### config.mk
export PLATFORM = sky130hd
export DESIGN_NAME = dtable_ctrl
export DESIGN_NICKNAME = d
export VERILOG_FILES = /design/src/rtl/dtable_ctrl.sv
export SDC_FILE = /design/constraint.sdc
export NUM_CORES = 1
export LEC_CHECK = 0
export CORE_ASPECT_RATIO = 1.4
export CORE_MARGIN = 10
export CORE_UTILIZATION = 43
export DETAILED_ROUTE_END_ITERATION = 12
export PLACE_DENSITY = 0.77
export SLEW_MARGIN = 15
export SYNTH_ARGS = -nofsm -noshare
export SYNTH_HDL_FRONTEND = slang
export SYNTH_SLANG_ARGS = --single-unit
### constraint.sdc
create_clock -name mclk -period 2.47 [get_ports mclk]
set_input_delay 0.3705 -clock mclk [delete_from_list [all_inputs] [get_ports mclk]]
set_output_delay 0.3705 -clock mclk [all_outputs]
set_load 0.005 [all_outputs]
### src/rtl/dtable_ctrl.sv
// D-table controller: snoops CPU data writes, queues dirty block indices and
// sets their bits in the table RAM by read-modify-write; also serves bus reads.
module dtable_ctrl #(
    parameter logic [15:0] DMEM_BASE  = 16'h0200,
    parameter logic [15:0] DMEM_SIZE  = 16'h4000,
    parameter int unsigned BLK_SIZE   = 128,
    parameter logic [13:0] CTRL_ADDR  = 14'h00C8,
    parameter logic [13:0] TBL_ADDR   = 14'h00C9,
    parameter int unsigned FIFO_DEPTH = 4,
    localparam int unsigned BLK_SH    = $clog2(BLK_SIZE),
    localparam int unsigned WORDS     = 32'(DMEM_SIZE) / BLK_SIZE / 16,
    localparam int unsigned IDX_W     = (WORDS > 1) ? $clog2(WORDS) : 1
) (
    input  logic             mclk,
    input  logic             puc_rst,
    input  logic [13:0]      per_addr,
    input  logic [15:0]      per_din,
    input  logic             per_en,
    input  logic [1:0]       per_we,
    output logic [15:0]      per_dout,
    input  logic [15:0]      dmem_addr,
    input  logic             dmem_wen,
    output logic [IDX_W-1:0] tbl_addr,
    output logic [15:0]      tbl_wdata,
    output logic             tbl_we,
    input  logic [15:0]      tbl_rdata,
    output logic             busy,
    output logic             ovf
);
    localparam int unsigned EV_W  = IDX_W + 4;
    localparam int unsigned PTR_W = $clog2(FIFO_DEPTH);

    typedef enum logic [2:0] {IDLE, RD, CAP, WR, CLR} state_t;

    state_t            state_q, state_d;
    logic [EV_W-1:0]   idx_q, idx_d;
    logic [15:0]       wbuf_q, wbuf_d;
    logic [IDX_W-1:0]  ptr_q, ptr_d;
    logic [EV_W-1:0]   fifo_q [FIFO_DEPTH];
    logic [PTR_W-1:0]  wp_q, wp_d, rp_q, rp_d;
    logic [PTR_W:0]    cnt_q, cnt_d;
    logic              clr_pend_q, clr_pend_d;
    logic              ovf_q, ovf_d;
    logic              busy_q, busy_d;
    logic              hit_q;
    logic [15:0]       ctrl_dout_q, ctrl_dout_d;

    logic              ev_valid, push, pop, flush, drop, fifo_full;
    logic [EV_W-1:0]   ev_idx;
    logic              per_rd_tbl, per_rd_ctrl, per_wr_ctrl;
    logic [IDX_W-1:0]  per_off;
    logic              unused_ok;

    assign ev_valid = dmem_wen && (dmem_addr >= DMEM_BASE) &&
                      ({1'b0, dmem_addr} <= ({1'b0, DMEM_BASE} + {1'b0, DMEM_SIZE} - 17'd1));
    assign ev_idx   = EV_W'((dmem_addr - DMEM_BASE) >> BLK_SH);

    assign per_rd_tbl  = per_en && (per_we == 2'b00) && (per_addr >= TBL_ADDR) &&
                         (32'(per_addr) < (32'(TBL_ADDR) + WORDS));
    assign per_rd_ctrl = per_en && (per_we == 2'b00) && (per_addr == CTRL_ADDR);
    assign per_wr_ctrl = per_en && (per_we != 2'b00) && (per_addr == CTRL_ADDR);
    assign per_off     = IDX_W'(per_addr - TBL_ADDR);
    assign unused_ok   = ^{per_din[15:3], per_din[1]};

    assign fifo_full = (cnt_q == (PTR_W+1)'(FIFO_DEPTH));

    always_comb begin
        state_d = state_q;
        idx_d   = idx_q;
        wbuf_d  = wbuf_q;
        ptr_d   = ptr_q;
        pop     = 1'b0;
        flush   = 1'b0;
        case (state_q)
            IDLE: begin
                if (clr_pend_q) begin
                    state_d = CLR;
                    flush   = 1'b1;
                    ptr_d   = '0;
                end else if (cnt_q != '0) begin
                    pop     = 1'b1;
                    idx_d   = fifo_q[rp_q];
                    state_d = RD;
                end
            end
            RD:  if (!per_rd_tbl) state_d = CAP;
            CAP: begin
                wbuf_d  = tbl_rdata | (16'h1 << idx_q[3:0]);
                state_d = WR;
            end
            WR:  if (!per_rd_tbl) state_d = IDLE;
            CLR: begin
                if (!per_rd_tbl) begin
                    if (ptr_q == IDX_W'(WORDS - 1)) state_d = IDLE;
                    else                            ptr_d   = ptr_q + 1'b1;
                end
            end
            default: state_d = IDLE;
        endcase

        // A flush empties the FIFO first, so an event in the same cycle still lands.
        drop = ev_valid && fifo_full && !pop && !flush;
        push = ev_valid && !drop;
        rp_d  = rp_q;
        wp_d  = wp_q;
        cnt_d = cnt_q;
        if (flush) begin
            rp_d  = wp_q;
            cnt_d = '0;
        end else if (pop) begin
            rp_d  = rp_q + 1'b1;
            cnt_d = cnt_q - 1'b1;
        end
        if (push) begin
            wp_d  = wp_q + 1'b1;
            cnt_d = cnt_d + 1'b1;
        end

        clr_pend_d  = (clr_pend_q && !flush) || (per_wr_ctrl && per_din[0]);
        ovf_d       = drop || (ovf_q && !(per_wr_ctrl && per_din[2]));
        busy_d      = (state_d != IDLE) || (cnt_d != '0) || clr_pend_d;
        ctrl_dout_d = per_rd_ctrl ? {13'b0, ovf_q, busy_q, clr_pend_q || (state_q == CLR)} : '0;
    end

    // The RAM port is combinational so a bus read can take it in its own cycle.
    always_comb begin
        tbl_addr  = '0;
        tbl_wdata = '0;
        tbl_we    = 1'b0;
        if (per_rd_tbl) begin
            tbl_addr = per_off;
        end else begin
            case (state_q)
                RD:  tbl_addr = idx_q[EV_W-1:4];
                WR: begin
                    tbl_addr  = idx_q[EV_W-1:4];
                    tbl_wdata = wbuf_q;
                    tbl_we    = 1'b1;
                end
                CLR: begin
                    tbl_addr = ptr_q;
                    tbl_we   = 1'b1;
                end
                default: ;
            endcase
        end
    end

    always_ff @(posedge mclk) begin
        if (puc_rst) begin
            state_q     <= IDLE;
            idx_q       <= '0;
            wbuf_q      <= '0;
            ptr_q       <= '0;
            wp_q        <= '0;
            rp_q        <= '0;
            cnt_q       <= '0;
            clr_pend_q  <= 1'b0;
            ovf_q       <= 1'b0;
            busy_q      <= 1'b0;
            hit_q       <= 1'b0;
            ctrl_dout_q <= '0;
        end else begin
            state_q     <= state_d;
            idx_q       <= idx_d;
            wbuf_q      <= wbuf_d;
            ptr_q       <= ptr_d;
            wp_q        <= wp_d;
            rp_q        <= rp_d;
            cnt_q       <= cnt_d;
            clr_pend_q  <= clr_pend_d;
            ovf_q       <= ovf_d;
            busy_q      <= busy_d;
            hit_q       <= per_rd_tbl;
            ctrl_dout_q <= ctrl_dout_d;
            if (push) fifo_q[wp_q] <= ev_idx;
        end
    end

    assign per_dout = hit_q ? tbl_rdata : ctrl_dout_q;
    assign busy     = busy_q;
    assign ovf      = ovf_q;
endmodule

# Word level (Yosys, flattened, before mapping)
# Memory sizes are Yosys's and may differ from the RTL's. A register that Yosys moved wholly into a read port is not among the register bits.
# Index checks and enable logic that the tools add are counted.
[word_totals]
word_cells = 107
mem_bits_rw = 28
in_bits = 68
n_memories = 1
ff_bits = 49
output_inout_bits = 38
[classes]
muxes = 31
shifts = 1
eq_ne = 10
n_addsub = 7
reduce_logical = 38
magnitude_cmp = 4
bitwise = 3
[mem_list]
columns = ["memory", "words", "width", "read_ports", "rd_clocked_by_memory_dff", "write_ports", "line_no", "source"]
rows = [
  ["fifo_q", 4, 7, 1, 1, 1, "39", "logic [EV_W-1:0] fifo_q [FIFO_DEPTH];"],
]
[ops]
columns = ["operator", "n"]
rows = [
  ["2-to-1 mux 16 bit", 3],
  ["2-to-1 mux 3 bit", 13],
  [">= comparator 16 x 10 -> 1 bit (second input constant)", 1],
  ["less-or-equal comparator 16 x 15 -> 1 bit (second input constant)", 1],
  ["logical AND 1 bit", 16],
  ["bitwise OR 16 bit", 1],
  ["left shift 1 x 4 -> 16 bit (first input constant)", 1],
  ["one-hot mux 3 bit (5 select lines)", 1],
  ["== test 14 x 8 -> 1 bit (second input constant)", 1],
  [">= comparator 14 x 8 -> 1 bit (second input constant)", 1],
  ["less-than comparator 14 x 8 -> 1 bit (second input constant)", 1],
  ["subtractor 14 x 10 -> 14 bit (second input constant)", 1],
  ["one-hot mux 3 bit (2 select lines)", 2],
  ["2-to-1 mux 1 bit", 10],
  ["== test 3 bit (second input constant)", 3],
  ["nonzero test 3 bit", 3],
  ["adder 3 x 1 -> 3 bit (second input constant)", 2],
  ["== test 3 x 2 -> 1 bit (second input constant)", 2],
  ["!= test 2 bit (second input constant)", 3],
  ["nonzero test 2 bit", 3],
  ["OR reduction 2 bit", 3],
  ["subtractor 3 x 1 -> 3 bit (second input constant)", 2],
  ["logical OR 1 bit", 5],
  ["adder 2 x 1 -> 2 bit (second input constant)", 2],
  ["8 further kinds", 13],
]

# Longest topological paths before layout
[logic_depth]
word_depth = 13
mapped_depth = 11
ltp_nobuf = 11

# Worst setup path after synthesis
# No wires, ideal clock.
[synth_path]
kind = "reg-to-reg"
startpoint = "reg state_q[2]"
endpoint = "reg busy_q (netlist: busy)"
arrival_ns = 2.396
stages_incl_launch_ff = 11
path_slack_ns = -0.059
n_path_buf = 3
cell_sequence = "dfxtp_1 -> clkbuf_2 -> or3_1 -> buf_6 -> or3_4 -> buf_6 -> mux2i_1 -> and2_2 -> ha_1 -> o41ai_1 -> a31oi_1"
[synth_via]
elab_chain_len = 11
elab_cells_between_ends = 30
cone_classes = "add/sub (1); eq/ne (4); mux (12); reduce/logical (13)"
[synth_rtl]
columns = ["item", "line_no", "source"]
rows = [
  ["start: declaration", "35", "state_t state_q, state_d;"],
  ["start signal: assignment", "164", "state_q <= state_d;"],
  ["branches (longest 10 deep; another with adder 3 x 1 -> 3 bit)", "n/a", ""],
  ["logical OR 1 bit (*)", "121", "busy_d = (state_d != IDLE) || (cnt_d != '0) || clr_pend_d;"],
  ["end signal: assignment", "173", "busy_q <= busy_d;"],
  ["end: declaration", "44", "logic busy_q, busy_d;"],
]
# Every way passes the cells marked *.
# A chain may end at the register's enable or synchronous reset.

# Worst setup path after layout
[layout_path]
startpoint = "in per_addr[12]"
endpoint = "out tbl_wdata[11]"
[layout_via]
elab_chain_len = 4
elab_cells_between_ends = 5
cone_classes = "order compare (2); mux (1); reduce/logical (2)"
[layout_rtl]
columns = ["item", "line_no", "source"]
rows = [
  ["start: declaration", "16", "input logic [13:0] per_addr,"],
  [">= comparator 14 x 8 -> 1 bit", "58", "assign per_rd_tbl = per_en && (per_we == 2'b00) && (per_addr >= TBL_ADDR) &&"],
  ["logical AND 1 bit", "58", ""],
  ["logical AND 1 bit (*)", "58", ""],
  ["2-to-1 mux 16 bit (*)", "130", "if (per_rd_tbl) begin"],
  ["end: declaration", "24", "output logic [15:0] tbl_wdata,"],
]
# Every way passes the cells marked *; elsewhere a longest branch is shown, timed or not.

==> results by group <==
Place
  – Placed insts: 549
  – Routability Congestion: 0.830
  – Pre-CTS setup slack: -710 ps
  – Placed instance area: 4780 um^2
  – Hpwl dp: 7.06 mm
  – I/O Buffers: 84

Yosys
  – Cell Area, Synth: 3540 um^2
  – Count of cell types in the netlist: 56
  – Yosys Warn Count: 0
  – Largest area contributor in the netlist: dfxtp_1
  – Syn_nets: 426
  – Synth Register Bits: 71
  – Syn Inst Count: 345
  – Asr flop ratio synth: 0%
  – Ys flop type: dfxtp_1
  – Avg Inst Size Synth: 10.3 um^2
  – Share of the synthesized area in the top cell type: 24.3%
  – Synth area leaders: dfxtp_1 (24%), edfxtp_1 (24%), and2_1 (6.4%)
  – Register area share after synthesis: 48.1%
  – Post-synth EDFFs: 28

STA
  – Fin Setup TNS: 0 ps
  – Hold slack: 478 ps
  – Final setup margin: 41.2 ps
  – Period utilization: 98.3%
  – Post-layout min period: 2430 ps
  – Worst slew pin tran: 567 ps
  – Slew headroom: 62.1%
  – Final hold vios: 0
  – Slew Viols, Final: 0
  – Final setup fails: 0
  – Clk_skew: 5.12 ps
  – FMAX: 0.412 GHz

Detailed routing
  – Residual DRC count: 0
  – Vias per inst: 5.37
  – Iter 0 DRT Violations: 224
  – DR pass1 iterations: 4
  – Final wirelength: 9.70 mm
  – Routed WL per cell: 16.9 um
  – Via Count: 3,079
  – DRT antenna net count: 0

Clocking
  – Clock-pin transition on the worst setup and hold timing paths: 60 ps
  – Cts hold-fix bufs: 0
  – CTS sink cnt: 71
  – CTS Root Cell: clkbuf_16
  – CTS tree: done
  – Clock Latency Late Sink: 330 ps
  – CTS buffer count: 9
  – H-tree levels: 3
  – Buffers from clock root to sink, at most: 2

GRT
  – Initial antenna violation count: 0
  – Number of global-route vias before repair: 3,113
  – Pin count of the biggest net entering global routing: 33
  – First-pass GRT wire length: 15.5 mm
  – GR Util All Layers: 15.0%
  – Gr ovfl total: 0

Layout
  – Area grow syn2layout: 45.9%
  – Final #Nets: 547
  – Fin cells: 573
  – Most frequent cells in the layout: clkdlybuf4s50_1 (53), dfxtp_1 (42), buf_4 (39)
  – N_diodes: 0
  – Finished Cell Area: 5160 um^2
  – Proportion of layout cells with a drive suffix above 1: 26.3%
  – Commonest non-fill, non-tap cell in the layout: clkdlybuf4s50_1

Run status
  – Outcome: finished clean

Worst setup path
  – Endpoint type of the worst setup path: primary output
  – Critical Path AT: 2060 ps
  – Most common cell on crit path: buf_6
  – CP Cell Sequence: dlygate4sd2_1, or3_4, nor4_4, and4_4, buf_6, nor2_4, and2_4, buf_6
  – Required time of the critical path: 2100 ps
  – Slowest stage cell on the critical path: or3_4
  – Element type at the critical path start: primary input
  – Crit path largest cell delay: 380 ps
  – CP Class: in -> out
  – CP Max Fanout: 8

Floorplan
  – Starting Density: 43.7%
  – Core Box Area: 8100 um^2
  – Boundary pin count: 106
  – Die Area: 12,300 um^2
  – Row cnt: 39
  – Die Span Y: 127 um
  – Die width: 96.7 um

Job
  – Maxcap violations: 0

Min path
  – Tightest Hold Check Type: reg -> reg

Pwr
  – PD cells: 904 nW/um^2
  – Leakage component of the power: 2.05 nW
  – Peak supply drop: 0.000480 V
[routing by layer]
layer / vias to the layer above / part of all wire (%) / track usage [%]
met2: 98 / 54 / 27.9
met3: 17 / 4.4 / 4.05
met4: 0 / 1.9 / 4.87
met5: - / 0 / 0
met1: 1477 / 40 / 16.0
li1: 1487 / - / -
[final cells by class]
class                      instances  area, um^2
tap                              102         128
clock buffer                       9         225
clock inverter                     7        85.1
fill                             654        2940
timing repair buffer             129        1150
inverter                          10        37.5
multi-input combinational        245        1830
sequential                        71        1700
[flip-flops by register name, summed over array words and instances, names as in the netlist, 3 cells and up]
signal	cells
cnt_q	3
ctrl_dout_q	3
fifo_q	28
idx_q	7
ptr_q	3
state_q	3
wbuf_q	16
[worst max-delay path: cells and delay by family]
| family | cells | cell delay [ps] |
|---|---|---|
| buffers and inverters | 3 | 480 |
| and+or+nand+nor | 5 | 1210 |
[path summary, 6_finish.rpt]
kind / start / endpoint / slack, ps / cells after the start
setup / recovery: per_addr[12] / tbl_wdata[11] / 40 / 8
setup reg to reg: cnt_q[0] / busy / 110 / 9
hold / removal: idx_q[5] / idx_q[5] / 480 / 2
hold reg to reg: idx_q[5] / idx_q[5] / 480 / 2
[cell families after synthesis]
logic type / count (synthesis) / share of synthesized area [%]
xor+xnor: 10 / 2.48
buf+inv: 30 / 3.82
compound gates: 72 / 13.3
simple gates: 136 / 21.5
flops: 71 / 48.1
mux: 13 / 6.26
fa+ha+maj: 13 / 4.60
[timing repair]
item                       in CTS  in global routing
setup buffers                   8                  0
hold endpoints to repair        0                  0
setup endpoints to repair      20                 21
resized for setup             108                 22
cloned                          1                  0
pin swaps                      24                 12
[where the power goes]
part           internal (W)  total, W  switching [W]
registers           0.00142   0.00160       0.000181
clock network      0.000802   0.00133       0.000532
logic              0.000865   0.00173       0.000869
total               0.00309   0.00467        0.00158
[metrics by stage]
step / power [W] / util (%)
final: 0.00467 / 63.7
after global routing: 0.00496 / 63.7
after CTS: 0.00460 / 62.6
after detailed placement: 0.00326 / 59.0
after global placement: 0.00322 / 59.0
after floorplan: 0.00273 / -
[Yosys cell counts (4+ instances only)]
| cell | instances |
|---|---|
| a21oi_1 | 17 |
| a31oi_1 | 5 |
| and2_1 | 36 |
| clkbuf_1 | 14 |
| dfxtp_1 | 43 |
| edfxtp_1 | 28 |
| ha_1 | 13 |
| inv_1 | 10 |
| mux4_2 | 7 |
| nand2_1 | 30 |
| nand2b_1 | 8 |
| nor2_1 | 31 |
| o21ai_0 | 10 |
| o22ai_1 | 17 |
| o31ai_1 | 7 |
| or3_1 | 4 |
| xnor2_1 | 7 |
No activity file was read; power rests on OpenSTA's default activity.
